**config.mk**
```make
export PLATFORM = sky130hd
export DESIGN_NAME = mem_arbiter
export DESIGN_NICKNAME = d
export VERILOG_FILES = /design/src/rtl/mem_arb_pkg.sv /design/src/rtl/mem_arb_watchdog.sv /design/src/rtl/mem_arbiter.sv
export SDC_FILE = /design/constraint.sdc
export NUM_CORES = 1
export LEC_CHECK = 0
export ABC_AREA = 1
export CORE_AREA = 2 2 640 642
export CTS_BUF_LIST = sky130_fd_sc_hd__clkbuf_8
export DETAILED_ROUTE_END_ITERATION = 16
export DIE_AREA = 0 0 642 644
export DONT_BUFFER_PORTS = 1
export PLACE_DENSITY = 0.3
export SLEW_MARGIN = 20
export SYNTH_ARGS = -nofsm -noshare
export SYNTH_HDL_FRONTEND = slang
export SYNTH_SLANG_ARGS = --single-unit
```
**constraint.sdc**
```tcl
create_clock -name clk_i -period 1.7 [get_ports clk_i]
set_clock_uncertainty 0.15 [all_clocks]
set_input_delay 0.085 -clock clk_i [delete_from_list [all_inputs] [get_ports clk_i]]
set_output_delay 0.085 -clock clk_i [all_outputs]
set_load 0.02 [all_outputs]
```
**src/rtl/mem_arb_pkg.sv**
```systemverilog
// Shared types, port indices and default widths for the two-port memory arbiter.
package mem_arb_pkg;

  localparam int ADDR_W_DEF = 32;
  localparam int DATA_W_DEF = 256;

  localparam int DCACHE = 0;
  localparam int ICACHE = 1;

  typedef enum logic [1:0] {
    IDLE    = 2'd0,
    BUSY    = 2'd1,
    RELEASE = 2'd2
  } arb_state_e;

  // Returns the port index to grant; on a tie the port that did not win last time.
  function automatic logic rr_pick(input logic req0, input logic req1, input logic last_grant);
    if (req0 && req1) return ~last_grant;
    return req1;
  endfunction

endpackage

```
**src/rtl/mem_arb_watchdog.sv**
```systemverilog
// Saturating BUSY-cycle counter with a sticky flag that stays set until reset.
module mem_arb_watchdog #(
  parameter int TIMEOUT = 64
) (
  input  logic clk_i,
  input  logic rst_i,
  input  logic count_en,
  input  logic clear,
  output logic timeout_o
);

  localparam int CNT_W = (TIMEOUT > 0) ? $clog2(TIMEOUT + 1) : 1;

  logic [CNT_W-1:0] cnt_q, cnt_d;
  logic             timeout_q, timeout_d;

  always_comb begin
    cnt_d     = cnt_q;
    timeout_d = timeout_q;
    if (clear) begin
      cnt_d = '0;
    end else if (count_en && (cnt_q != {CNT_W{1'b1}})) begin
      cnt_d = cnt_q + 1'b1;
    end
    // TIMEOUT of zero leaves the flag permanently clear
    if ((TIMEOUT != 0) && (cnt_d == CNT_W'(TIMEOUT))) begin
      timeout_d = 1'b1;
    end
  end

  always_ff @(posedge clk_i or negedge rst_i) begin
    if (!rst_i) begin
      cnt_q     <= '0;
      timeout_q <= 1'b0;
    end else begin
      cnt_q     <= cnt_d;
      timeout_q <= timeout_d;
    end
  end

  assign timeout_o = timeout_q;

endmodule

```
**src/rtl/mem_arbiter.sv**
```systemverilog
// Round-robin arbiter sharing one line-wide memory between the data cache (port 0)
// and the instruction cache (port 1), with a release gap and an ack watchdog.
//   state   | meaning
//   IDLE    | sample requests, grant and latch command on the way out
//   BUSY    | command held on the memory bus, waiting for mem_ack_i
//   RELEASE | one dead cycle so a trailing enable is not re-arbitrated
module mem_arbiter
  import mem_arb_pkg::*;
#(
  parameter int ADDR_W  = ADDR_W_DEF,
  parameter int DATA_W  = DATA_W_DEF,
  parameter int TIMEOUT = 64
) (
  input  logic              clk_i,
  input  logic              rst_i,
  input  logic              p0_enable_i,
  input  logic              p0_write_i,
  input  logic [ADDR_W-1:0] p0_addr_i,
  input  logic [DATA_W-1:0] p0_data_i,
  output logic [DATA_W-1:0] p0_data_o,
  output logic              p0_ack_o,
  input  logic              p1_enable_i,
  input  logic              p1_write_i,
  input  logic [ADDR_W-1:0] p1_addr_i,
  input  logic [DATA_W-1:0] p1_data_i,
  output logic [DATA_W-1:0] p1_data_o,
  output logic              p1_ack_o,
  output logic              mem_enable_o,
  output logic              mem_write_o,
  output logic [ADDR_W-1:0] mem_addr_o,
  output logic [DATA_W-1:0] mem_data_o,
  input  logic [DATA_W-1:0] mem_data_i,
  input  logic              mem_ack_i,
  output logic [1:0]        grant_o,
  output logic              timeout_o
);

  arb_state_e        state_q, state_d;
  logic              last_grant_q, last_grant_d;
  logic [1:0]        grant_q, grant_d;
  logic              mem_enable_q, mem_enable_d;
  logic              mem_write_q, mem_write_d;
  logic [ADDR_W-1:0] mem_addr_q, mem_addr_d;
  logic [DATA_W-1:0] mem_data_q, mem_data_d;
  logic              pick;
  logic              wd_clear;
  logic              busy;

  assign busy = (state_q == BUSY);

  always_comb begin
    state_d      = state_q;
    last_grant_d = last_grant_q;
    grant_d      = grant_q;
    mem_enable_d = mem_enable_q;
    mem_write_d  = mem_write_q;
    mem_addr_d   = mem_addr_q;
    mem_data_d   = mem_data_q;
    wd_clear     = 1'b0;
    pick         = rr_pick(p0_enable_i, p1_enable_i, last_grant_q);
    case (state_q)
      IDLE: begin
        if (p0_enable_i || p1_enable_i) begin
          state_d      = BUSY;
          last_grant_d = pick;
          grant_d      = pick ? 2'b10 : 2'b01;
          mem_enable_d = 1'b1;
          mem_write_d  = pick ? p1_write_i : p0_write_i;
          mem_addr_d   = pick ? p1_addr_i  : p0_addr_i;
          mem_data_d   = pick ? p1_data_i  : p0_data_i;
          wd_clear     = 1'b1;
        end
      end
      BUSY: begin
        // Address and data are left holding their last value after completion
        if (mem_ack_i) begin
          state_d      = RELEASE;
          grant_d      = 2'b00;
          mem_enable_d = 1'b0;
          mem_write_d  = 1'b0;
        end
      end
      RELEASE: state_d = IDLE;
      default: state_d = IDLE;
    endcase
  end

  always_ff @(posedge clk_i or negedge rst_i) begin
    if (!rst_i) begin
      state_q      <= IDLE;
      last_grant_q <= 1'b1;
      grant_q      <= 2'b00;
      mem_enable_q <= 1'b0;
      mem_write_q  <= 1'b0;
      mem_addr_q   <= '0;
      mem_data_q   <= '0;
    end else begin
      state_q      <= state_d;
      last_grant_q <= last_grant_d;
      grant_q      <= grant_d;
      mem_enable_q <= mem_enable_d;
      mem_write_q  <= mem_write_d;
      mem_addr_q   <= mem_addr_d;
      mem_data_q   <= mem_data_d;
    end
  end

  mem_arb_watchdog #(
    .TIMEOUT (TIMEOUT)
  ) u_watchdog (
    .clk_i     (clk_i),
    .rst_i     (rst_i),
    .count_en  (busy),
    .clear     (wd_clear),
    .timeout_o (timeout_o)
  );

  assign p0_ack_o     = mem_ack_i & grant_q[DCACHE] & busy;
  assign p1_ack_o     = mem_ack_i & grant_q[ICACHE] & busy;
  assign p0_data_o    = mem_data_i;
  assign p1_data_o    = mem_data_i;
  assign mem_enable_o = mem_enable_q;
  assign mem_write_o  = mem_write_q;
  assign mem_addr_o   = mem_addr_q;
  assign mem_data_o   = mem_data_q;
  assign grant_o      = grant_q;

endmodule

```
==> flow_summary.json <==
{
  "r2r_slack_ps": -400,
  "yosysWarnings": 0,
  "wl_met2_um": 111000,
  "ir_drop_mv": 0.800,
  "avgSynthCellArea_sq_um": 8.07,
  "hp-class": "in2async",
  "drive_gt1_share_pct": 17.3,
  "drt_wl_total_um": 243000,
  "ys_seq_elements": 303,
  "p_leak_nw": 14.2,
  "cpMostUsedCell": "buf_12",
  "fin_crit_ps": 2100,
  "fillers": 47200,
  "syn_area_sq_mm": 0.0179,
  "routedWlPerCell_um": 28.4,
  "crit_cells": 10,
  "clock-sinks": 303,
  "cts_made_buffers": 73,
  "io_buffers": 0,
  "hold_slack_ps": -1150,
  "cp-end-kind": "flip-flop",
  "path_cells": "buf_4 -> nor3_4 -> buf_12 -> buf_16 -> buf_12 -> inv_16 -> buf_12 -> buf_16 -> nand2_1 -> nand3_1",
  "r2r-start": "state_q[0]",
  "synthCells": 2222,
  "violations": "hold timing, setup timing",
  "setup_ws_ps": -404,
  "fin_nets": 3839,
  "grt_pass1_vias": 21800,
  "power.density_mw_per_mm2": 1410,
  "clock.fmax_mhz": 475,
  "fin_util_pct": 9.40,
  "dp_hpwl_um": 198000,
  "core_area_sq_mm": 0.408,
  "crit_start": "state_q[0]",
  "worst_slew_pin_slew_ps": 1450,
  "finalPower_mw": 54.0,
  "setup-tns-final_ps": -78290,
  "hold_viol": 309,
  "grt_max_degree": 304,
  "grt_pass1_wl_um": 291000,
  "drt_iter0_drc": 2653,
  "yosys.area.top_type": "dfrtp_1",
  "die_w_um": 642,
  "dieArea_sq_mm": 0.413,
  "postRouteAntennaNets": 0,
  "slowest_stage": "dfrtp_1",
  "clk_pin_slew_ps": 60,
  "via_per_inst": 2.61,
  "grt_use_total_pct": 11.1,
  "clk-insertion-delay-late_ps": 830,
  "drcViolationCount": 0,
  "antenna_found_initial": 123,
  "area_delta_synth_final_pct": 114,
  "std_cell_rows": 235,
  "cp_num_buf_inv": 7,
  "start_util_pct": 4.40,
  "layout_common_cells": "dlygate4sd3_1, nand3_1, nand2_1",
  "timing.rr.end": "mem_data_o[182]",
  "start_kind": "flip-flop",
  "place_congestion": 0.871,
  "critPathTopFamily": "buffers and inverters",
  "final_common_cell": "dlygate4sd3_1",
  "die_y_um": 644,
  "dr.pass1.iters": 6,
  "rsz0062_at_grt": "yes",
  "crit_path_max_fanout": 13,
  "worst_ep_arrival_time_ps": 2650,
  "maxCapViolCount": 0,
  "path_class": "reg2reg",
  "ff2ff_path_depth": 10,
  "top_layer": "met5",
  "status": "finished, violations left",
  "max_stage_delay_ps": 410,
  "wl_met1_um": 73100,
  "clock-root-buffer": "clkbuf_8",
  "num_vias": 22300,
  "syn-num-nets": 3062,
  "io-pin-count": 1646,
  "synth_area_leaders": "dfrtp_1, nand3_1, buf_4",
  "hold_buffers": 1138,
  "synth_top_area_share_pct": 42.2,
  "cp.required_ps": 2240,
  "yosysSeqAreaShare_pct": 42.3,
  "cts_tree": "yes",
  "grt_overflow": 0,
  "maxSlewHeadroom_pct": 3.09,
  "clockBufferDepth": 4,
  "setup_viol": 305,
  "period_share_pct": 124,
  "htreeDepth": 3,
  "finalMaxSlewViolations": 0,
  "dp_slack_ps": -231,
  "wl_met3_um": 41600,
  "yosysUniqueCellTypes": 18
}
==> power by group <==
part	internal (mW)	switching (mW)
Clock	4.94	4.41
Combinational	12.6	13.3
Sequential	10.7	8.02
==> stage by stage <==
stage	instance area [sq um]	std cells	hold slack, ps
after detailed placement	21400	7107	-310
final	38300	8549	-1150
after CTS	36800	8459	-1390
after global routing	38300	8541	-1310
after global placement	21400	7107	-310
after floorplan	17900	2222	-361
==> cell families after synthesis <==
group	Yosys count	share of synthesized area, %
AND/OR/NAND/NOR	1213	31.6
buffers and inverters	696	25.8
flip-flops	303	42.3
AO/OA/AOI/OAI	8	0.230
XOR/XNOR	1	0.0489
adder cells (fa/ha/maj)	1	0.0698
==> worst max path at each step <==
stage | slack, ps | end
after floorplan | 70 | u_watchdog.timeout_o
after global placement | -220 | mem_data_o[233]
after detailed placement | -230 | mem_data_o[54]
after CTS | -490 | p1_ack_o
after global routing | -460 | p1_ack_o
final | -400 | mem_data_o[182]
==> final cells by class <==
type | instances | area, sq um | share of cell area [%]
repair buffers | 1372 | 15600 | 40.6
multi-input cells | 1223 | 6610 | 17.3
flip-flops and latches | 303 | 7610 | 19.9
diodes | 59 | 148 | 0.385
repair inverters | 3 | 60.1 | 0.157
well taps | 5451 | 6820 | 17.8
clock buffers | 85 | 1170 | 3.05
clock inverters | 30 | 215 | 0.562
inverters | 23 | 118 | 0.307
==> flip-flops by register name, indices dropped and copies added, names as in the netlist <==
name                  flops
mem_data_o              256
mem_addr_o               32
u_watchdog.cnt_q          7
grant_o                   2
state_q                   2
last_grant_q              1
mem_enable_o              1
mem_write_o               1
u_watchdog.timeout_o      1
==> worst reg2reg max path, stage by stage, from the launching register on <==
cell	delay, ps
dfrtp_1	410
buf_4	150
nor3_4	190
buf_12	150
buf_16	150
buf_12	160
inv_16	80
buf_12	210
buf_16	150
nand2_1	80
nand3_1	90
==> synthesized netlist by cell type, drive strengths merged <==
| cell | n |
|---|---|
| inv | 23 |
| xnor2 | 1 |
| a21oi | 3 |
| dfrtp | 302 |
| buf | 591 |
| dfstp | 1 |
| o22ai | 1 |
| clkbuf | 82 |
| o21ai | 4 |
| nor2 | 12 |
| nand2 | 324 |
| ha | 1 |
| nand4 | 1 |
| nand3 | 875 |
| nor3 | 1 |
==> timing repair <==
| action | 4_1_cts | 5_1_grt |
|---|---|---|
| setup endpoints to repair | 474 | 429 |
| buffers inserted | 55 | 12 |
| resized for setup | 205 | 181 |
| hold endpoints to repair | 601 | 309 |
| cloned | 44 | 25 |
| pin swaps | 12 | 60 |
==> per-layer routing <==
layer / track usage [%] / vias up
met1: 9.95 / 10700
met5: 1.93 / -
met2: 17.9 / 2248
met4: 6.21 / 94
met3: 8.26 / 674
li1: - / 8622
Note: power is estimated with default switching activity, not from simulation.
